[src/rtl/wb_commit_stage_if.sv]
`default_nettype none
//==============================================================================
//  Module      : wb_commit_stage_if
//  Description : Bundle of the write-back/commit stage signals. The upstream
//                MEM stage offers records (in_valid/in_ready) and the commit
//                sink accepts the head record (out_ready). The stage drives
//                the register-file write port, HI/LO, retire count and busy.
//  Modports    : master - MEM stage / commit sink side (drives requests)
//                slave  - commit stage side (wb_commit_stage)
//  Revision    : 1.0  initial release
//==============================================================================
interface wb_commit_stage_if #(
    parameter int WIDTH  = 32,
    parameter int ADDR_W = 7
);
    // upstream record
    logic              in_valid;
    logic              in_ready;
    logic [WIDTH-1:0]  aluout;
    logic [WIDTH-1:0]  memdata;
    logic              mem_to_reg;
    logic              reg_write;
    logic [ADDR_W-1:0] waddr;
    logic              exc_addr_sel;
    logic              exc_data_sel;
    logic [ADDR_W-1:0] exc_addr;
    logic [WIDTH-1:0]  exc_data;
    logic              hilo_we;
    logic [63:0]       hilo_data;
    logic [31:0]       pc_in;
    logic              flush;

    // commit side
    logic              out_ready;
    logic              rf_we;
    logic [ADDR_W-1:0] rf_waddr;
    logic [WIDTH-1:0]  rf_wdata;
    logic [31:0]       pc_out;
    logic [WIDTH-1:0]  hi;
    logic [WIDTH-1:0]  lo;
    logic [31:0]       retire_cnt;
    logic              busy;

    modport master (
        output in_valid, aluout, memdata, mem_to_reg, reg_write, waddr,
               exc_addr_sel, exc_data_sel, exc_addr, exc_data,
               hilo_we, hilo_data, pc_in, flush, out_ready,
        input  in_ready, rf_we, rf_waddr, rf_wdata, pc_out,
               hi, lo, retire_cnt, busy
    );

    modport slave (
        input  in_valid, aluout, memdata, mem_to_reg, reg_write, waddr,
               exc_addr_sel, exc_data_sel, exc_addr, exc_data,
               hilo_we, hilo_data, pc_in, flush, out_ready,
        output in_ready, rf_we, rf_waddr, rf_wdata, pc_out,
               hi, lo, retire_cnt, busy
    );
endinterface
`default_nettype wire

[src/rtl/wb_commit_stage.sv]
`default_nettype none
//==============================================================================
//  Module      : wb_commit_stage
//  Description : Write-back / commit stage. Records from the MEM stage are
//                resolved (result mux plus exception overrides) on push and
//                held in a small circular commit buffer. The head record is
//                committed when the sink is ready: register-file write,
//                optional HI/LO load, and retire counter increment.
//  Ports       : clk    - rising-edge clock
//                resetn - asynchronous active-low reset
//                bus    - wb_commit_stage_if.slave (record in, commit out)
//  Revision    : 1.0  initial release
//==============================================================================
module wb_commit_stage #(
    parameter int WIDTH  = 32,
    parameter int ADDR_W = 7,
    parameter int DEPTH  = 2
) (
    input  wire                  clk,
    input  wire                  resetn,
    wb_commit_stage_if.slave     bus
);

    localparam int c_PTR_W = (DEPTH > 1) ? $clog2(DEPTH) : 1;
    localparam int c_CNT_W = $clog2(DEPTH + 1);
    localparam logic [c_CNT_W-1:0] c_DEPTH = c_CNT_W'(DEPTH);

    // commit buffer storage (contents are don't-care until pushed)
    logic [WIDTH-1:0]  r_data    [DEPTH];
    logic [ADDR_W-1:0] r_addr    [DEPTH];
    logic              r_rwe     [DEPTH];
    logic              r_hilo_we [DEPTH];
    logic [63:0]       r_hilo    [DEPTH];
    logic [31:0]       r_pc      [DEPTH];

    logic [c_PTR_W-1:0] r_wr_ptr;
    logic [c_PTR_W-1:0] r_rd_ptr;
    logic [c_CNT_W-1:0] r_count;
    logic [WIDTH-1:0]   r_hi;
    logic [WIDTH-1:0]   r_lo;
    logic [31:0]        r_retire_cnt;

    logic              w_busy;
    logic              w_in_ready;
    logic              w_push;
    logic              w_pop;
    logic [WIDTH-1:0]  w_push_data;
    logic [ADDR_W-1:0] w_push_addr;
    logic [WIDTH-1:0]  w_head_data;
    logic [ADDR_W-1:0] w_head_addr;
    logic              w_head_rwe;
    logic              w_head_hilo_we;
    logic [63:0]       w_head_hilo;
    logic [31:0]       w_head_pc;

    // Ready depends only on the registered count, so a full buffer stays
    // not-ready for the whole cycle even while its head is popping.
    assign w_busy     = (r_count != '0);
    assign w_in_ready = (r_count < c_DEPTH);

    // A flush discards everything not popping this cycle, including the
    // record being offered.
    assign w_push = bus.in_valid && w_in_ready && !bus.flush;
    assign w_pop  = w_busy && bus.out_ready;

    // Record resolution at push time: exception overrides win.
    assign w_push_data = bus.exc_data_sel ? bus.exc_data
                       : (bus.mem_to_reg ? bus.memdata : bus.aluout);
    assign w_push_addr = bus.exc_addr_sel ? bus.exc_addr : bus.waddr;

    // Head view is forced to zero when empty so stale entries never leak out.
    always_comb begin
        w_head_data    = '0;
        w_head_addr    = '0;
        w_head_rwe     = 1'b0;
        w_head_hilo_we = 1'b0;
        w_head_hilo    = '0;
        w_head_pc      = '0;
        if (w_busy) begin
            w_head_data    = r_data[r_rd_ptr];
            w_head_addr    = r_addr[r_rd_ptr];
            w_head_rwe     = r_rwe[r_rd_ptr];
            w_head_hilo_we = r_hilo_we[r_rd_ptr];
            w_head_hilo    = r_hilo[r_rd_ptr];
            w_head_pc      = r_pc[r_rd_ptr];
        end
    end

    // Entry storage: written only on push, no reset needed.
    always_ff @(posedge clk) begin
        if (w_push) begin
            r_data[r_wr_ptr]    <= w_push_data;
            r_addr[r_wr_ptr]    <= w_push_addr;
            r_rwe[r_wr_ptr]     <= bus.reg_write;
            r_hilo_we[r_wr_ptr] <= bus.hilo_we;
            r_hilo[r_wr_ptr]    <= bus.hilo_data;
            r_pc[r_wr_ptr]      <= bus.pc_in;
        end
    end

    // Pointers, occupancy and architectural state.
    always_ff @(posedge clk or negedge resetn) begin
        if (!resetn) begin
            r_wr_ptr     <= '0;
            r_rd_ptr     <= '0;
            r_count      <= '0;
            r_hi         <= '0;
            r_lo         <= '0;
            r_retire_cnt <= '0;
        end else begin
            // A coincident pop still retires even when a flush is present.
            if (w_pop) begin
                r_retire_cnt <= r_retire_cnt + 32'd1;
                if (w_head_hilo_we) begin
                    r_hi <= WIDTH'(w_head_hilo[63:32]);
                    r_lo <= WIDTH'(w_head_hilo[31:0]);
                end
            end

            if (bus.flush) begin
                // No push can happen under flush, so the write pointer is
                // already final; collapse the read pointer onto it.
                r_count  <= '0;
                r_rd_ptr <= r_wr_ptr;
            end else begin
                if (w_push) begin
                    r_wr_ptr <= r_wr_ptr + c_PTR_W'(1);
                end
                if (w_pop) begin
                    r_rd_ptr <= r_rd_ptr + c_PTR_W'(1);
                end
                case ({w_push, w_pop})
                    2'b10:   r_count <= r_count + c_CNT_W'(1);
                    2'b01:   r_count <= r_count - c_CNT_W'(1);
                    default: r_count <= r_count;
                endcase
            end
        end
    end

    // Commit outputs: r0 is hardwired, so writes to address 0 are dropped.
    assign bus.in_ready   = w_in_ready;
    assign bus.busy       = w_busy;
    assign bus.rf_we      = w_pop && w_head_rwe && (w_head_addr != '0);
    assign bus.rf_waddr   = w_head_addr;
    assign bus.rf_wdata   = w_head_data;
    assign bus.pc_out     = w_head_pc;
    assign bus.hi         = r_hi;
    assign bus.lo         = r_lo;
    assign bus.retire_cnt = r_retire_cnt;

endmodule
`default_nettype wire

[src/flat_wrapper.sv]
// flat-port wrapper written by rule: the top's interface ports become plain ports
module wb_commit_stage_flat 
#(
    parameter int WIDTH  = 32,
    parameter int ADDR_W = 7,
    parameter int DEPTH  = 2
)
  (clk, resetn, bus_in_valid, bus_aluout, bus_memdata, bus_mem_to_reg, bus_reg_write, bus_waddr, bus_exc_addr_sel, bus_exc_data_sel, bus_exc_addr, bus_exc_data, bus_hilo_we, bus_hilo_data, bus_pc_in, bus_flush, bus_out_ready, bus_in_ready, bus_rf_we, bus_rf_waddr, bus_rf_wdata, bus_pc_out, bus_hi, bus_lo, bus_retire_cnt, bus_busy);
  wb_commit_stage_if #(.WIDTH(WIDTH), .ADDR_W(ADDR_W)) bus_i ();
  input  wire clk;
  input  wire resetn;
  input wire logic [$bits(bus_i.in_valid)-1:0] bus_in_valid;
  input wire logic [$bits(bus_i.aluout)-1:0] bus_aluout;
  input wire logic [$bits(bus_i.memdata)-1:0] bus_memdata;
  input wire logic [$bits(bus_i.mem_to_reg)-1:0] bus_mem_to_reg;
  input wire logic [$bits(bus_i.reg_write)-1:0] bus_reg_write;
  input wire logic [$bits(bus_i.waddr)-1:0] bus_waddr;
  input wire logic [$bits(bus_i.exc_addr_sel)-1:0] bus_exc_addr_sel;
  input wire logic [$bits(bus_i.exc_data_sel)-1:0] bus_exc_data_sel;
  input wire logic [$bits(bus_i.exc_addr)-1:0] bus_exc_addr;
  input wire logic [$bits(bus_i.exc_data)-1:0] bus_exc_data;
  input wire logic [$bits(bus_i.hilo_we)-1:0] bus_hilo_we;
  input wire logic [$bits(bus_i.hilo_data)-1:0] bus_hilo_data;
  input wire logic [$bits(bus_i.pc_in)-1:0] bus_pc_in;
  input wire logic [$bits(bus_i.flush)-1:0] bus_flush;
  input wire logic [$bits(bus_i.out_ready)-1:0] bus_out_ready;
  output wire logic [$bits(bus_i.in_ready)-1:0] bus_in_ready;
  output wire logic [$bits(bus_i.rf_we)-1:0] bus_rf_we;
  output wire logic [$bits(bus_i.rf_waddr)-1:0] bus_rf_waddr;
  output wire logic [$bits(bus_i.rf_wdata)-1:0] bus_rf_wdata;
  output wire logic [$bits(bus_i.pc_out)-1:0] bus_pc_out;
  output wire logic [$bits(bus_i.hi)-1:0] bus_hi;
  output wire logic [$bits(bus_i.lo)-1:0] bus_lo;
  output wire logic [$bits(bus_i.retire_cnt)-1:0] bus_retire_cnt;
  output wire logic [$bits(bus_i.busy)-1:0] bus_busy;
  assign bus_i.in_valid = bus_in_valid;
  assign bus_i.aluout = bus_aluout;
  assign bus_i.memdata = bus_memdata;
  assign bus_i.mem_to_reg = bus_mem_to_reg;
  assign bus_i.reg_write = bus_reg_write;
  assign bus_i.waddr = bus_waddr;
  assign bus_i.exc_addr_sel = bus_exc_addr_sel;
  assign bus_i.exc_data_sel = bus_exc_data_sel;
  assign bus_i.exc_addr = bus_exc_addr;
  assign bus_i.exc_data = bus_exc_data;
  assign bus_i.hilo_we = bus_hilo_we;
  assign bus_i.hilo_data = bus_hilo_data;
  assign bus_i.pc_in = bus_pc_in;
  assign bus_i.flush = bus_flush;
  assign bus_i.out_ready = bus_out_ready;
  assign bus_in_ready = bus_i.in_ready;
  assign bus_rf_we = bus_i.rf_we;
  assign bus_rf_waddr = bus_i.rf_waddr;
  assign bus_rf_wdata = bus_i.rf_wdata;
  assign bus_pc_out = bus_i.pc_out;
  assign bus_hi = bus_i.hi;
  assign bus_lo = bus_i.lo;
  assign bus_retire_cnt = bus_i.retire_cnt;
  assign bus_busy = bus_i.busy;
  wb_commit_stage #(.WIDTH(WIDTH), .ADDR_W(ADDR_W), .DEPTH(DEPTH)) u_core (.clk(clk), .resetn(resetn), .bus(bus_i));
endmodule
[config.mk]
export PLATFORM = sky130hd
export DESIGN_NAME = wb_commit_stage_flat
export DESIGN_NICKNAME = d
export VERILOG_FILES = /design/src/rtl/wb_commit_stage_if.sv /design/src/rtl/wb_commit_stage.sv /design/src/flat_wrapper.sv
export SDC_FILE = /design/constraint.sdc
export NUM_CORES = 1
export LEC_CHECK = 0
export CAP_MARGIN = 20
export CORE_MARGIN = 2
export CORE_UTILIZATION = 49
export CTS_CLUSTER_DIAMETER = 120
export DETAILED_ROUTE_END_ITERATION = 10
export GPL_TIMING_DRIVEN = 0
export HOLD_SLACK_MARGIN = 0.1
export MAX_ROUTING_LAYER = met4
export PLACE_DENSITY_LB_ADDON = 0.15
export SKIP_LAST_GASP = 1
export SLEW_MARGIN = 15
export SYNTH_ARGS = -nofsm -noshare
export SYNTH_HDL_FRONTEND = slang
export SYNTH_SLANG_ARGS = --single-unit
[constraint.sdc]
create_clock -name clk -period 16.3 [get_ports clk]
set_input_delay 3.26 -clock clk [delete_from_list [all_inputs] [get_ports clk]]
set_output_delay 3.26 -clock clk [all_outputs]
set_load 0.01 [all_outputs]
==> impl_metrics.json <==
{
  "final_area_um2": 20700,
  "drv_slew": 0,
  "synth_warnings": 0,
  "powerDensity_nw_per_um2": 128,
  "synth-seq-area-share_pct": 72.6,
  "hold_depth": 1,
  "grt_max_degree": 78,
  "wl_um": 35600,
  "cts_tree": "yes",
  "reg2reg_to": "u_core.r_pc[0][14]$_DFFE_PP_",
  "power.leakage_nw": 8.01,
  "routedWlPerCell_um": 18.9,
  "cts_max_path_buffers": 3,
  "n_fill_cell": 2083,
  "critPathMaxFanout": 8,
  "max_slew_margin_pct": 43.5,
  "worstSetupPathType": "in -> out",
  "core_um2": 29600,
  "clock_skew_ns": 0.0215,
  "seq_power_share_pct": 45.1,
  "initial_utilization_pct": 49.9,
  "cap_violations": 0,
  "clock-sinks": 374,
  "outcome": "complete, no violations",
  "antenna_left": 0,
  "power_frac_clock_pct": 33.2,
  "synth-edff-count": 274,
  "grt_pass1_wl_um": 53600,
  "viasPerCell": 5.11,
  "via_count": 9618,
  "rows": 63,
  "layout_common_cells": "381 x clkdlybuf4s50_1, 274 x edfxtp_1, 169 x mux2i_1",
  "drc": 0,
  "dieArea_um2": 31600,
  "synth_top_area_cell": "edfxtp_1",
  "grt_pass1_vias": 9962,
  "syn_avg_cell_area_um2": 14.8,
  "async_flop_share_pct": 26.7,
  "period_minus_slack_ns": 8.13,
  "power.internal_mw": 1.98,
  "worstHoldEndpoint": "u_core.bus.retire_cnt[31]$_DFFE_PN0P_",
  "cts-buffers-inserted": 40,
  "first_pass_iters": 5,
  "required_ns": 13.04,
  "first_iter_violations": 492,
  "rsz0062_at_grt": "no",
  "setup_viol": 0,
  "dp_cells": 1806,
  "design.final.nets": 1675,
  "syn-cell-area_um2": 14800,
  "final_layout_size_suffix_gt1_share_pct": 9.40,
  "synth_ff_type": "edfxtp_1",
  "grt.overflow.total": 0,
  "reg2reg_slack_ns": 13.33,
  "ir_drop_mv": 0.0806,
  "place_hpwl_um": 26500,
  "r2r_cells": 9,
  "synthCells": 1001,
  "cp-start-kind": "primary input",
  "instances_no_fill": 1882,
  "die_y_um": 178,
  "ys_ff_latch": 374,
  "placedInstanceArea_um2": 19400,
  "die_x_um": 178,
  "hold_viol_final": 0,
  "worst_setup_path_end_kind": "output port",
  "clk_latency_ns": 0.53,
  "yosys.cell_types.count": 41,
  "hold_class": "reg -> reg",
  "min_from": "u_core.bus.retire_cnt[31]$_DFFE_PN0P_",
  "cts_setup_buffers": 0,
  "layout-area-overhead-vs-synth_pct": 40.3,
  "clkTransAtPathRegs_ns": 0.06,
  "yosys-top-cells-area": "edfxtp_1 56%, dfrtp_1 17%, mux2i_1 11%",
  "arrival_ns": 4.87,
  "tightest_slew_ns": 0.844,
  "antenna_found_initial": 2,
  "port_buffers": 382,
  "comb_power_share_pct": 21.6,
  "r2r-start": "u_core.r_count[1]$_DFFE_PN0P_",
  "cts-root-buf": "clkbuf_16",
  "p_total_mw": 2.65,
  "htreeDepth": 2,
  "swShare_pct": 25.3,
  "ctsResizeCount": 0,
  "fmax_mhz": 123,
  "syn_nets": 1218,
  "layout.cells.most_common": "clkdlybuf4s50_1",
  "grt.total_usage_pct": 23.0,
  "ctsHoldBuffers": 0,
  "num_io_pins": 386,
  "gp_congestion": 0.806,
  "post-route-period-util_pct": 49.9,
  "synth_top_cell_area_share_pct": 55.7,
  "p_sw_mw": 0.673
}
==> stage by stage <==
stage / setup TNS (ns) / hold slack (ns) / setup slack, ns / utilization [%]
after floorplan: 0 / 0.480 / 2.13 / -
after global placement: -1031.94 / 0.457 / -4.29 / 64.4
after detailed placement: 0 / 0.457 / 8.17 / 65.5
after CTS: 0 / 0.469 / 8.18 / 69.9
after global routing: 0 / 0.484 / 8.06 / 70.0
final: 0 / 0.465 / 8.17 / 70.0
==> flip-flops by register name, summed over array words and instances (netlist names) <==
register and count:
u_core.r_rd_ptr 1, u_core.r_wr_ptr 1, u_core.r_hilo_we 2, u_core.bus.retire_cnt 32
u_core.r_addr 14, u_core.bus.lo 32, u_core.r_rwe 2, u_core.bus.hi 32
u_core.r_hilo 128, u_core.r_pc 64, u_core.r_data 64, u_core.r_count 2
==> how the worst max path moves through the flow <==
stage	startpoint	cells past startpoint	end	slack [ns]
2_1_floorplan	bus_in_valid	2	u_core.r_addr[1][0]$_DFFE_PP_	2.13
3_3_place_gp	bus_in_valid	3	u_core.r_pc[1][13]$_DFFE_PP_	-4.29
3_5_place_dp	bus_out_ready	4	bus_rf_we	8.17
4_1_cts	bus_out_ready	4	bus_rf_we	8.18
5_1_grt	bus_out_ready	4	bus_rf_we	8.06
6_report	bus_out_ready	4	bus_rf_we	8.17
==> synthesized netlist by cell type (3+ instances only) <==
library cell,count
edfxtp_1,274
mux2i_1,169
nand2_1,117
dfrtp_1,100
o21ai_0,99
nor2_1,76
buf_2,24
clkbuf_1,24
xor2_1,21
xnor2_1,11
nand4_1,10
nor3_1,9
mux2_2,8
nor4_1,7
nand3_1,6
and3_1,5
inv_1,5
and2_1,3
and4_1,3
buf_6,3
==> power groups by stage <==
stage / registers (mW) / clock network, mW / logic [mW]
after detailed placement: 1.22 / 0 / 0.579
after CTS: 1.20 / 0.900 / 0.583
after floorplan: 1.26 / 0 / 0.213
final: 1.20 / 0.882 / 0.575
after global placement: 1.24 / 0 / 0.558
after global routing: 1.21 / 0.939 / 0.620
==> cell type report <==
cell class	instances	area [µm²]	share of cell area (%)
sequential	374	10700	51.7
timing repair buffer	415	4130	19.9
multi-input combinational	568	3780	18.2
clock buffer	64	1270	6.11
tap	390	488	2.35
buffer	54	259	1.25
clock inverter	10	57.6	0.278
inverter	5	18.8	0.0905
antenna	2	5.00	0.0241
==> per-layer routing <==
| layer | vias up | share of wire (%) | GRT usage [%] |
|---|---|---|---|
| met5 | - | 0 | - |
| li1 | 4575 | - | - |
| met4 | 0 | 4.2 | 9.08 |
| met1 | 4626 | 37 | 25.7 |
| met3 | 79 | 6.3 | 5.01 |
| met2 | 338 | 52 | 40.2 |
==> kinds of logic after synthesis <==
kind of cell | share of synthesized area, %
muxes | 12.1
adders and majority gates | 0.0847
xor gates and xnor gates | 1.90
DFF | 72.6
and+or+nand+nor | 7.76
AOI/OAI and AO/OA | 3.71
buffers and inverters | 1.88
==> critical path: stages <==
cell and delay, ns:
clkdlybuf4s50_1 0.62, nand2_1 0.14, a211oi_1 0.24, clkdlybuf4s50_1 0.61
Power figures use the tool's default switching activity.
